## src/rtl/onehot_pkg.sv

```systemverilog
`default_nettype none
// ============================================================================
//  Package     : onehot_pkg
//  Description : Constants and types shared by the priority encoder and the
//                one-hot pulse decoder (line count, index width, counter
//                width, decoder FSM state encoding).
//  Revision    : 1.0 - initial release
// ============================================================================
package onehot_pkg;

    // Default line count and index width, shared with the priority encoder
    localparam int C_ONEHOT_N     = 8;
    localparam int C_ONEHOT_IDX_W = 3;

    // Width of the pulses-started counter
    localparam int C_SENT_CNT_W   = 16;

    // Decoder FSM state encoding
    typedef enum logic [1:0] {
        ST_IDLE  = 2'd0,
        ST_PULSE = 2'd1,
        ST_GAP   = 2'd2
    } dec_state_e;

endpackage : onehot_pkg
`default_nettype wire

```

## src/rtl/sync_fifo_idx.sv

```systemverilog
`default_nettype none
// ============================================================================
//  Module      : sync_fifo_idx
//  Description : DEPTH x W synchronous FIFO with full/empty flags and
//                asynchronous active-high reset. Pointers carry one extra
//                wrap bit so full and empty are distinguished without a
//                separate occupancy counter. Read data is the current head.
//  Revision    : 1.0 - initial release
// ============================================================================
module sync_fifo_idx #(
    parameter int DEPTH = 4,
    parameter int W     = 3
) (
    input  logic         clk,
    input  logic         rst,
    input  logic         push_i,
    input  logic [W-1:0] data_i,
    input  logic         pop_i,
    output logic [W-1:0] data_o,
    output logic         full_o,
    output logic         empty_o
);

    localparam int C_AW = $clog2(DEPTH);

    logic [W-1:0]  mem_q [DEPTH];
    logic [C_AW:0] wr_ptr_q;
    logic [C_AW:0] rd_ptr_q;
    logic          w_push;
    logic          w_pop;

    // Writes are refused while full, reads while empty
    assign w_push  = push_i && !full_o;
    assign w_pop   = pop_i  && !empty_o;

    assign empty_o = (wr_ptr_q == rd_ptr_q);
    assign full_o  = (wr_ptr_q[C_AW] != rd_ptr_q[C_AW]) &&
                     (wr_ptr_q[C_AW-1:0] == rd_ptr_q[C_AW-1:0]);
    assign data_o  = mem_q[rd_ptr_q[C_AW-1:0]];

    // Pointer registers; reset empties the FIFO immediately
    always_ff @(posedge clk or posedge rst) begin
        if (rst) begin
            wr_ptr_q <= '0;
            rd_ptr_q <= '0;
        end else begin
            if (w_push) wr_ptr_q <= wr_ptr_q + (C_AW+1)'(1);
            if (w_pop)  rd_ptr_q <= rd_ptr_q + (C_AW+1)'(1);
        end
    end

    // Storage array; contents are don't-care until written
    always_ff @(posedge clk) begin
        if (w_push) mem_q[wr_ptr_q[C_AW-1:0]] <= data_i;
    end

endmodule : sync_fifo_idx
`default_nettype wire

```

## src/rtl/onehot_pulse_decoder.sv

```systemverilog
`default_nettype none
// ============================================================================
//  Module      : onehot_pulse_decoder
//  Description : Accepts encoded line indices over valid/ready, buffers them
//                in a small FIFO and replays each one as a one-hot pulse of
//                PULSE_LEN cycles followed by GAP_LEN idle cycles.
//                Out-of-range indices are dropped and flagged (sticky).
//  Revision    : 1.0 - initial release
// ============================================================================
module onehot_pulse_decoder
    import onehot_pkg::*;
#(
    parameter int N         = C_ONEHOT_N,
    parameter int IDX_W     = C_ONEHOT_IDX_W,
    parameter int DEPTH     = 4,
    parameter int PULSE_LEN = 2,
    parameter int GAP_LEN   = 1
) (
    input  logic                    clk,
    input  logic                    rst,
    input  logic [IDX_W-1:0]        in_index,
    input  logic                    in_valid,
    output logic                    in_ready,
    output logic [N-1:0]            out_onehot,
    output logic                    out_valid,
    output logic                    busy,
    output logic                    err_range,
    output logic [C_SENT_CNT_W-1:0] sent_count
);

    // Counter must hold the larger of PULSE_LEN-1 and GAP_LEN-1
    localparam int C_CNT_MAX = (PULSE_LEN > GAP_LEN) ?
                               ((PULSE_LEN > 2) ? PULSE_LEN : 2) :
                               ((GAP_LEN   > 2) ? GAP_LEN   : 2);
    localparam int C_CNT_W   = $clog2(C_CNT_MAX);

    localparam logic [C_CNT_W-1:0] C_PULSE_LOAD = C_CNT_W'(PULSE_LEN - 1);
    localparam logic [C_CNT_W-1:0] C_GAP_LOAD   =
        (GAP_LEN > 0) ? C_CNT_W'(GAP_LEN - 1) : '0;
    localparam logic [N-1:0]       C_ONE        = {{(N-1){1'b0}}, 1'b1};

    dec_state_e                state_q, state_d;
    logic [C_CNT_W-1:0]        cnt_q, cnt_d;
    logic [N-1:0]              onehot_q, onehot_d;
    logic [C_SENT_CNT_W-1:0]   sent_q, sent_d;
    logic                      err_q;

    logic                      w_full;
    logic                      w_empty;
    logic                      w_accept;
    logic                      w_in_range;
    logic                      w_push;
    logic                      w_pop;
    logic [IDX_W-1:0]          w_head_idx;
    logic [N-1:0]              w_head_onehot;
    logic [31:0]               w_index_ext;

    // Handshake and range check; dropped indices still complete the handshake
    assign w_accept      = in_valid && !w_full;
    assign w_index_ext   = 32'(in_index);
    assign w_in_range    = (w_index_ext < 32'(N));
    assign w_push        = w_accept && w_in_range;
    assign w_head_onehot = C_ONE << w_head_idx;

    sync_fifo_idx #(
        .DEPTH (DEPTH),
        .W     (IDX_W)
    ) u_fifo (
        .clk     (clk),
        .rst     (rst),
        .push_i  (w_push),
        .data_i  (in_index),
        .pop_i   (w_pop),
        .data_o  (w_head_idx),
        .full_o  (w_full),
        .empty_o (w_empty)
    );

    // State, counter, output and status registers
    always_ff @(posedge clk or posedge rst) begin
        if (rst) begin
            state_q  <= ST_IDLE;
            cnt_q    <= '0;
            onehot_q <= '0;
            sent_q   <= '0;
            err_q    <= 1'b0;
        end else begin
            state_q  <= state_d;
            cnt_q    <= cnt_d;
            onehot_q <= onehot_d;
            sent_q   <= sent_d;
            if (w_accept && !w_in_range) err_q <= 1'b1;
        end
    end

    // Next-state logic: pulse load, hold, gap and back-to-back reload
    always_comb begin
        state_d  = state_q;
        cnt_d    = cnt_q;
        onehot_d = onehot_q;
        sent_d   = sent_q;
        w_pop    = 1'b0;
        case (state_q)
            ST_IDLE: begin
                if (!w_empty) begin
                    w_pop    = 1'b1;
                    onehot_d = w_head_onehot;
                    cnt_d    = C_PULSE_LOAD;
                    sent_d   = sent_q + C_SENT_CNT_W'(1);
                    state_d  = ST_PULSE;
                end
            end
            ST_PULSE: begin
                if (cnt_q != '0) begin
                    cnt_d = cnt_q - C_CNT_W'(1);
                end else if (GAP_LEN > 0) begin
                    onehot_d = '0;
                    cnt_d    = C_GAP_LOAD;
                    state_d  = ST_GAP;
                end else if (!w_empty) begin
                    // No gap configured: chain the next pulse without a zero cycle
                    w_pop    = 1'b1;
                    onehot_d = w_head_onehot;
                    cnt_d    = C_PULSE_LOAD;
                    sent_d   = sent_q + C_SENT_CNT_W'(1);
                end else begin
                    onehot_d = '0;
                    state_d  = ST_IDLE;
                end
            end
            ST_GAP: begin
                if (cnt_q != '0) begin
                    cnt_d = cnt_q - C_CNT_W'(1);
                end else begin
                    state_d = ST_IDLE;
                end
            end
            default: begin
                onehot_d = '0;
                state_d  = ST_IDLE;
            end
        endcase
    end

    // Outputs are taken straight from registers; in_ready from FIFO pointers
    always_comb begin
        out_onehot = onehot_q;
        out_valid  = |onehot_q;
        busy       = (state_q != ST_IDLE) || !w_empty;
        in_ready   = !w_full;
        err_range  = err_q;
        sent_count = sent_q;
    end

endmodule : onehot_pulse_decoder
`default_nettype wire

```

## config.mk

```make
export PLATFORM = sky130hd
export DESIGN_NAME = onehot_pulse_decoder
export DESIGN_NICKNAME = d
export VERILOG_FILES = /design/src/rtl/onehot_pkg.sv /design/src/rtl/sync_fifo_idx.sv /design/src/rtl/onehot_pulse_decoder.sv
export SDC_FILE = /design/constraint.sdc
export NUM_CORES = 1
export LEC_CHECK = 0
export ABC_AREA = 1
export CORE_ASPECT_RATIO = 2
export CORE_MARGIN = 3
export CORE_UTILIZATION = 50
export CTS_BUF_LIST = sky130_fd_sc_hd__clkbuf_8
export CTS_CLUSTER_SIZE = 30
export DETAILED_ROUTE_END_ITERATION = 10
export GPL_TIMING_DRIVEN = 0
export PLACE_DENSITY = 0.8
export SETUP_SLACK_MARGIN = 0.05
export SKIP_LAST_GASP = 1
export SLEW_MARGIN = 5
export SYNTH_ARGS = -nofsm -noshare
export SYNTH_HDL_FRONTEND = slang
export SYNTH_HIERARCHICAL = 1
export SYNTH_SLANG_ARGS = --single-unit
export TNS_END_PERCENT = 20
```

## constraint.sdc

```tcl
create_clock -name clk -period 5.4 [get_ports clk]
set_clock_uncertainty 0.05 [all_clocks]
set_input_delay 0.54 -clock clk [delete_from_list [all_inputs] [get_ports clk]]
set_output_delay 0.54 -clock clk [all_outputs]
set_load 0.005 [all_outputs]
```

==> PnR_summary.wiki <==
{| class="wikitable"
! Metric !! Value
|-
| Crit path launch type || register
|-
| Top library cells by usage in the layout, fill and taps aside || 80 x nand2_1, 38 x inv_1, 33 x dfrtp_1, 32 x clkdlybuf4s50_1, 27 x nand3_1
|-
| Detailed Routing Iterations Pass 1 || 4
|-
| Count of buffers inserted at the top-level ports || 32
|-
| Post-Synthesis Net Count || 301
|-
| Leakage || 1.431 nW
|-
| Area after DPL || 2839 sq um
|-
| Diode count || 0
|-
| Switch Pwr || 0.6413 mW
|-
| # resized after CTS || 0
|-
| Final wirelength || 4453 um
|-
| Initial detailed-routing violation count || 58
|-
| Number of global-route vias before repair || 1939
|-
| Share of post-route cells with drive strength above 1 || 8.359%
|-
| FF+latch count, synth || 45
|-
| Fmax achieved || 396.6 MHz
|-
| Switching share of power || 41.70%
|-
| Yosys synthesis warning count || 6
|-
| Slowest-stage cell, CP || clkdlybuf4s50_1
|-
| Remaining design rule violation count || 0
|-
| Cell Pwr Density || 524.4 nW/um^2
|-
| Critical path fanouts, max || 7
|-
| Routed wire per std cell || 11.78 um
|-
| Most common library cell in the layout ignoring fill and taps || nand2_1
|-
| CTS Hold Bufs || 0
|-
| Area of the mapped netlist || 2450 sq um
|-
| Status || complete, no violations
|-
| Antenna-violating nets left || 0
|-
| Sum Neg Setup Slack || 0 ns
|-
| Worst Tran Pin Value || 1.015 ns
|-
| Total global routing track utilization || between 15 and 20%
|-
| Area of the multi-input gates || between 1000 and 1500 sq um
|-
| Reported max-cap violation count || 0
|-
| Area added between synthesis and finish || 19.71%
|-
| Total area of sequential cells || 1186 sq um
|-
| Cell internal pwr || 0.8966 mW
|-
| Number of endpoints failing setup at the final stage || 0
|-
| Floorplan Core Area || 4686 sq um
|-
| Fin nets || 340
|-
| Vias || 1936
|-
| Clk network pwr share || between 10% and 20%
|-
| Required time of the worst setup path || 4.81 ns
|-
| Maximum number of pins on one net before global-route repair || 28
|-
| Initial standard-cell utilization of the core || a little over half
|-
| DIE AREA || 5826 sq um
|-
| Part of the total power dissipated in sequential elements || between 30 and 40%
|-
| Part of the total power dissipated in combinational logic || 49.6%
|-
| Final core utilization || between 60% and 70%
|-
| Post-synth cell types || 30
|-
| Critical path capture point type || primary output
|-
| Gpl congestion || 0.8181
|-
| Post-Synthesis Mean Instance Area || a little under 9 sq um
|-
| Final worst setup slack || 2.879 ns
|-
| Worst Path Arrival || 1.93 ns
|-
| Cells along the critical path || inv_1, nand2_1, nand2_1, nand3_2, inv_1, nand2_2, clkdlybuf4s50_1
|-
| Clock latency on the worst-skew pair || 0.30 ns
|-
| Sum of net half-perimeters after detailed placement || 3525 um
|-
| Master cell of the clock root buffer || clkbuf_8
|-
| Std-Cell Rows || 35
|-
| Die width || roughly 55 um
|-
| Post-synthesis cell count || 283
|-
| DIE HEIGHT || 105.0 um
|-
| Peak per-stage delay on the critical path || 0.47 ns
|-
| Number of buffers on the longest clock path || 2
|-
| Minimum clock period || 2.521 ns
|-
| Number of hold-slack violations in the final timing report || 0
|-
| Post-synthesis sequential area ratio || around 48%
|-
| Routed via count divided by cell count || 5.122
|-
| Total of fill cells in the finished design || about 420
|-
| H-tree depth || 2
|-
| I/O pins || 34
|-
| Largest voltage drop on the vdd net || 0.0003456 V
|-
| Unrepaired setup endpoints after global routing || false
|-
| First-pass GRT wire length || 8135 um
|-
| Min-Delay Path Class || in -> async
|-
| TritonCTS clock tree || built
|-
| Post-route fraction of the period consumed by the critical path || 46.69%
|-
| Final max-slew violation count || 0
|-
| Post-CTS repair timing setup buffer count || 0
|-
| Setup Crit Path Kind || reg -> out
|-
| Congestion Overflow GR || 0
|-
| Clock slew at the register clock pins of the worst setup and hold paths || 0.09 ns
|-
| Area of all placed cells without fillers || a little under 3000 sq um
|-
| Initial antenna violation count || 0
|-
| Remaining max-slew budget at the tightest pin || approximately a third
|-
| Post-Place Setup Slack || 3.201 ns
|-
| Total CTS buffers || 5
|-
| Path depth of the worst reg2reg path || 10
|-
| Number of sinks on the clock net || 45
|}
-- registers in the layout, indices dropped and copies added (netlist names) --
| register | flops |
|---|---|
| u_fifo/rd_ptr_q | 3 |
| sent_count | 16 |
| u_fifo/mem_q | 12 |
| state_q | 2 |
| u_fifo/wr_ptr_q | 3 |
| cnt_q | 1 |
| out_onehot | 8 |
-- cells in the mapped netlist --
cell / instances / area [sq um]
xnor2_1: 3 / 26.28
xnor2_4: 1 / 27.53
nand4_1: 2 / 12.51
ha_1: 12 / 150.1
nand2_2: 2 / 12.51
inv_2: 1 / 3.750
o21bai_1: 2 / 15.01
nand3b_1: 6 / 45.04
nor4_1: 2 / 12.51
a31oi_1: 1 / 6.260
conb_1: 1 / 3.750
o22ai_1: 3 / 18.77
nor2_2: 2 / 12.51
o21ai_2: 2 / 17.52
nor3_4: 1 / 16.27
nand3_4: 1 / 17.52
nand3_2: 1 / 10.01
buf_6: 2 / 22.52
nor2_1: 24 / 90.09
dfrtp_1: 33 / 825.8
inv_1: 38 / 142.6
buf_4: 1 / 7.510
o21ai_0: 14 / 70.07
edfxtp_1: 12 / 360.4
a21oi_1: 1 / 5.000
nor2_4: 2 / 22.52
nand2_4: 3 / 33.78
nand2_1: 80 / 300.3
xor2_1: 3 / 26.28
nand3_1: 27 / 135.1
-- path summary, 6_finish.rpt --
| kind | from | endpoint | slack, ns |
|---|---|---|---|
| min in group clk | sent_count[14]$_DFFE_PP0P_ | sent_count[14]$_DFFE_PP0P_ | 0.48 |
| min reg2reg | sent_count[14]$_DFFE_PP0P_ | sent_count[14]$_DFFE_PP0P_ | 0.48 |
| min | rst | u_fifo/wr_ptr_q[2]$_DFFE_PP0P_ | 0.43 |
| max | u_fifo/rd_ptr_q[1]$_DFFE_PP0P_ | busy | 2.88 |
| max reg2reg | u_fifo/rd_ptr_q[1]$_DFFE_PP0P_ | u_fifo/mem_q[3][2]$_DFFE_PP_ | 3.41 |
| max in group asynchronous | rst | out_onehot[6]$_DFFE_PP0P_ | 3.92 |
-- area by class of cell --
| type | count | share of cell area, % |
|---|---|---|
| Tap cell | 55 | 2.346 |
| Inverter | 39 | 4.991 |
| Multi-Input combinational cell | 196 | 37.07 |
| Clock inverter | 3 | 0.8532 |
| Buffer | 3 | 1.024 |
| Clock buffer | 5 | 2.346 |
| Sequential cell | 45 | 40.44 |
| Timing Repair Buffer | 32 | 10.92 |
-- per-layer routing --
metal / share of wire [%] / global-route usage [%]
met2: 58 / 34.58
met3: 2.2 / 2.596
met1: 38 / 16.39
met4: 1.2 / 6.261
met5: 0 / 0
-- critical path: cells and delay by family (launching register included) --
family,cells,cell delay [ns]
AND/OR/NAND/NOR,4,0.45
flip-flops,1,0.46
buffers and inverters,3,0.73
-- through the flow --
step	hold slack (ns)	std cells	power, mW
2_1_floorplan	0.2810	283	1.070
3_3_place_gp	0.4558	370	1.321
3_5_place_dp	0.4609	370	1.340
4_1_cts	0.4436	378	1.556
5_1_grt	0.4552	378	1.684
6_report	0.4329	378	1.538
-- cell families after synthesis --
group	after synthesis	synth area share, %
other cells	1	0.1531
compound gates	23	5.414
flops	45	48.42
xor+xnor	7	3.269
buf+inv	42	7.201
simple gates	153	29.42
fa+ha+maj	12	6.129
-- power groups by stage --
stage          Combinational (mW)  Sequential (mW)  Clock [mW]
3_5_place_dp                0.774            0.566           0
5_1_grt                     0.871            0.575       0.237
4_1_cts                     0.777            0.559       0.220
2_1_floorplan               0.522            0.548           0
3_3_place_gp                0.760            0.561           0
6_report                    0.763            0.560       0.215
Note: power is estimated with default switching activity, not from simulation.
==> patch (config.mk and constraints unchanged) <==
Reset style: synchronous (`rst`), changed in 2 clocked blocks. Comments in the files are not updated.
--- a/src/rtl/sync_fifo_idx.sv
+++ b/src/rtl/sync_fifo_idx.sv
@@ -39,7 +39,7 @@
     assign data_o  = mem_q[rd_ptr_q[C_AW-1:0]];
 
     // Pointer registers; reset empties the FIFO immediately
-    always_ff @(posedge clk or posedge rst) begin
+    always_ff @(posedge clk) begin
         if (rst) begin
             wr_ptr_q <= '0;
             rd_ptr_q <= '0;
--- a/src/rtl/onehot_pulse_decoder.sv
+++ b/src/rtl/onehot_pulse_decoder.sv
@@ -77,7 +77,7 @@
     );
 
     // State, counter, output and status registers
-    always_ff @(posedge clk or posedge rst) begin
+    always_ff @(posedge clk) begin
         if (rst) begin
             state_q  <= ST_IDLE;
             cnt_q    <= '0;
Behaviour: differs if rst is asserted again (counterexample within 4 cycles, from zero or initial values and one cycle with rst high); with rst held inactive, the same outputs for 10 cycles.
==> patch against the original RTL <==
  * Via count increased by 7.2%
  * Total power decreased by 20%
  * Setup slack improved by 110 ps
  * Sequential cell count increased by 2
  * Routed wire length increased by 8.2%
  * Sequential power decreased by 17%
  * Synthesized area decreased by 1.2%
  * Combinational power decreased by 33%
  * Cell area decreased by 0.34%
==> patch: results (changes against the original RTL) <==
fraction of layout cells with a size suffix above 1=0.1171 (+0.03355); routing usage on met2=0.3576 (+0.01186); worst slew pin tran=568.0 ps (-447.1 ps); Global Route Usage Sum=0.1787 (+0.007807); Initial Util=0.5216 (-0.001267); M1 GR Usage=0.1625 (-0.001389); post-synthesis xor/xnor area fraction=0.007235 (-0.02545); synthesized instance count=310 (+9.5%); Async SR Flop Fraction=0 (-0.7333); adder-cell area share of the yosys netlist=0.06202 (+0.0007285); sequential element share of the synthesized area=0.4382 (-0.04592); setup slack at placement=3272 ps (+70.85 ps); Peak VDD IR=0.0002420 V (-30%); GPL Wtd Cong=0.8057 (-1.5%); DR WL met2=2864 µm (+9.9%); 1st-iter DRT viols=51 (-12%); Area contributors post-synth=dfxtp_1, edfxtp_1, nand2_1; met3 Use GR=0.03354 (+0.007582); global-route wire length before repair=8431 µm (+3.6%); fin cells=405 (+7.1%); nets=367 (+7.9%); Post-Route WL=4819 µm (+8.2%); switching share of power=0.3831 (-0.03390); placed cell area=2810 µm² (-1.0%); largest net degree at the start of global routing=16 (-43%); outcome=complete, no violations; post-synth cell types=36 (+20%); Min-Delay Path Class=reg2reg; compound-gate portion of the synthesized area=0.08475 (+0.03062); Detailed Place HPWL=3818 µm (+8.3%); Skew-Pair Late Insertion Delay=300 ps (about the same); synth cell count leaders=nand2_1, nor2_1, dfxtp_1, inv_1; crit path DAT=1820 ps (-110 ps)
-- patch: changes by cell type after synthesis, moves of 4 or more --
cell and change:
a21oi_1 +10, a21oi_2 +5, dfrtp_1 -33, dfxtp_1 +35, nand2_1 -16, nand3_1 -15
nor2_1 +36, o21ai_0 -4
-- patch: path summary, 6_finish.rpt --
path	end	depth (start not counted)	slack (ps)	from
min	out_onehot[0]$_SDFFE_PP0P_	2	450	out_onehot[0]$_SDFFE_PP0P_
max reg2reg	u_fifo/mem_q[0][2]$_DFFE_PP_	8	3490	u_fifo/wr_ptr_q[0]$_SDFFE_PP0P_
max	busy	6	2990	u_fifo/wr_ptr_q[0]$_SDFFE_PP0P_
min reg2reg	out_onehot[0]$_SDFFE_PP0P_	2	450	out_onehot[0]$_SDFFE_PP0P_
-- patch: worst max-delay path, cell delays in order (launching register included) --
cell             delay, ps
dfxtp_1                450
nand2_1                130
nand2_4                110
nand3_4                100
inv_1                  170
nand2_2                110
clkdlybuf4s50_1        470
-- patch: power by group through the flow --
stage                     Clock, mW  Sequential [mW]  Combinational (mW)
after floorplan                   0            0.460               0.372
after global placement            0            0.469               0.500
after detailed placement          0            0.471               0.515
after CTS                     0.265            0.463               0.517
after global routing          0.280            0.470               0.586
final                         0.257            0.462               0.512
-- patch: cell type report --
type                    instances  area [µm²]
multi-input cells             219        1179
clock inverters                 3       43.79
plain buffers                   4       26.28
clock buffers                   5       68.82
well taps                      55       68.82
inverters                      40       155.1
fillers                       415        1719
repair buffers                 32       320.3
flip-flops and latches         47        1061
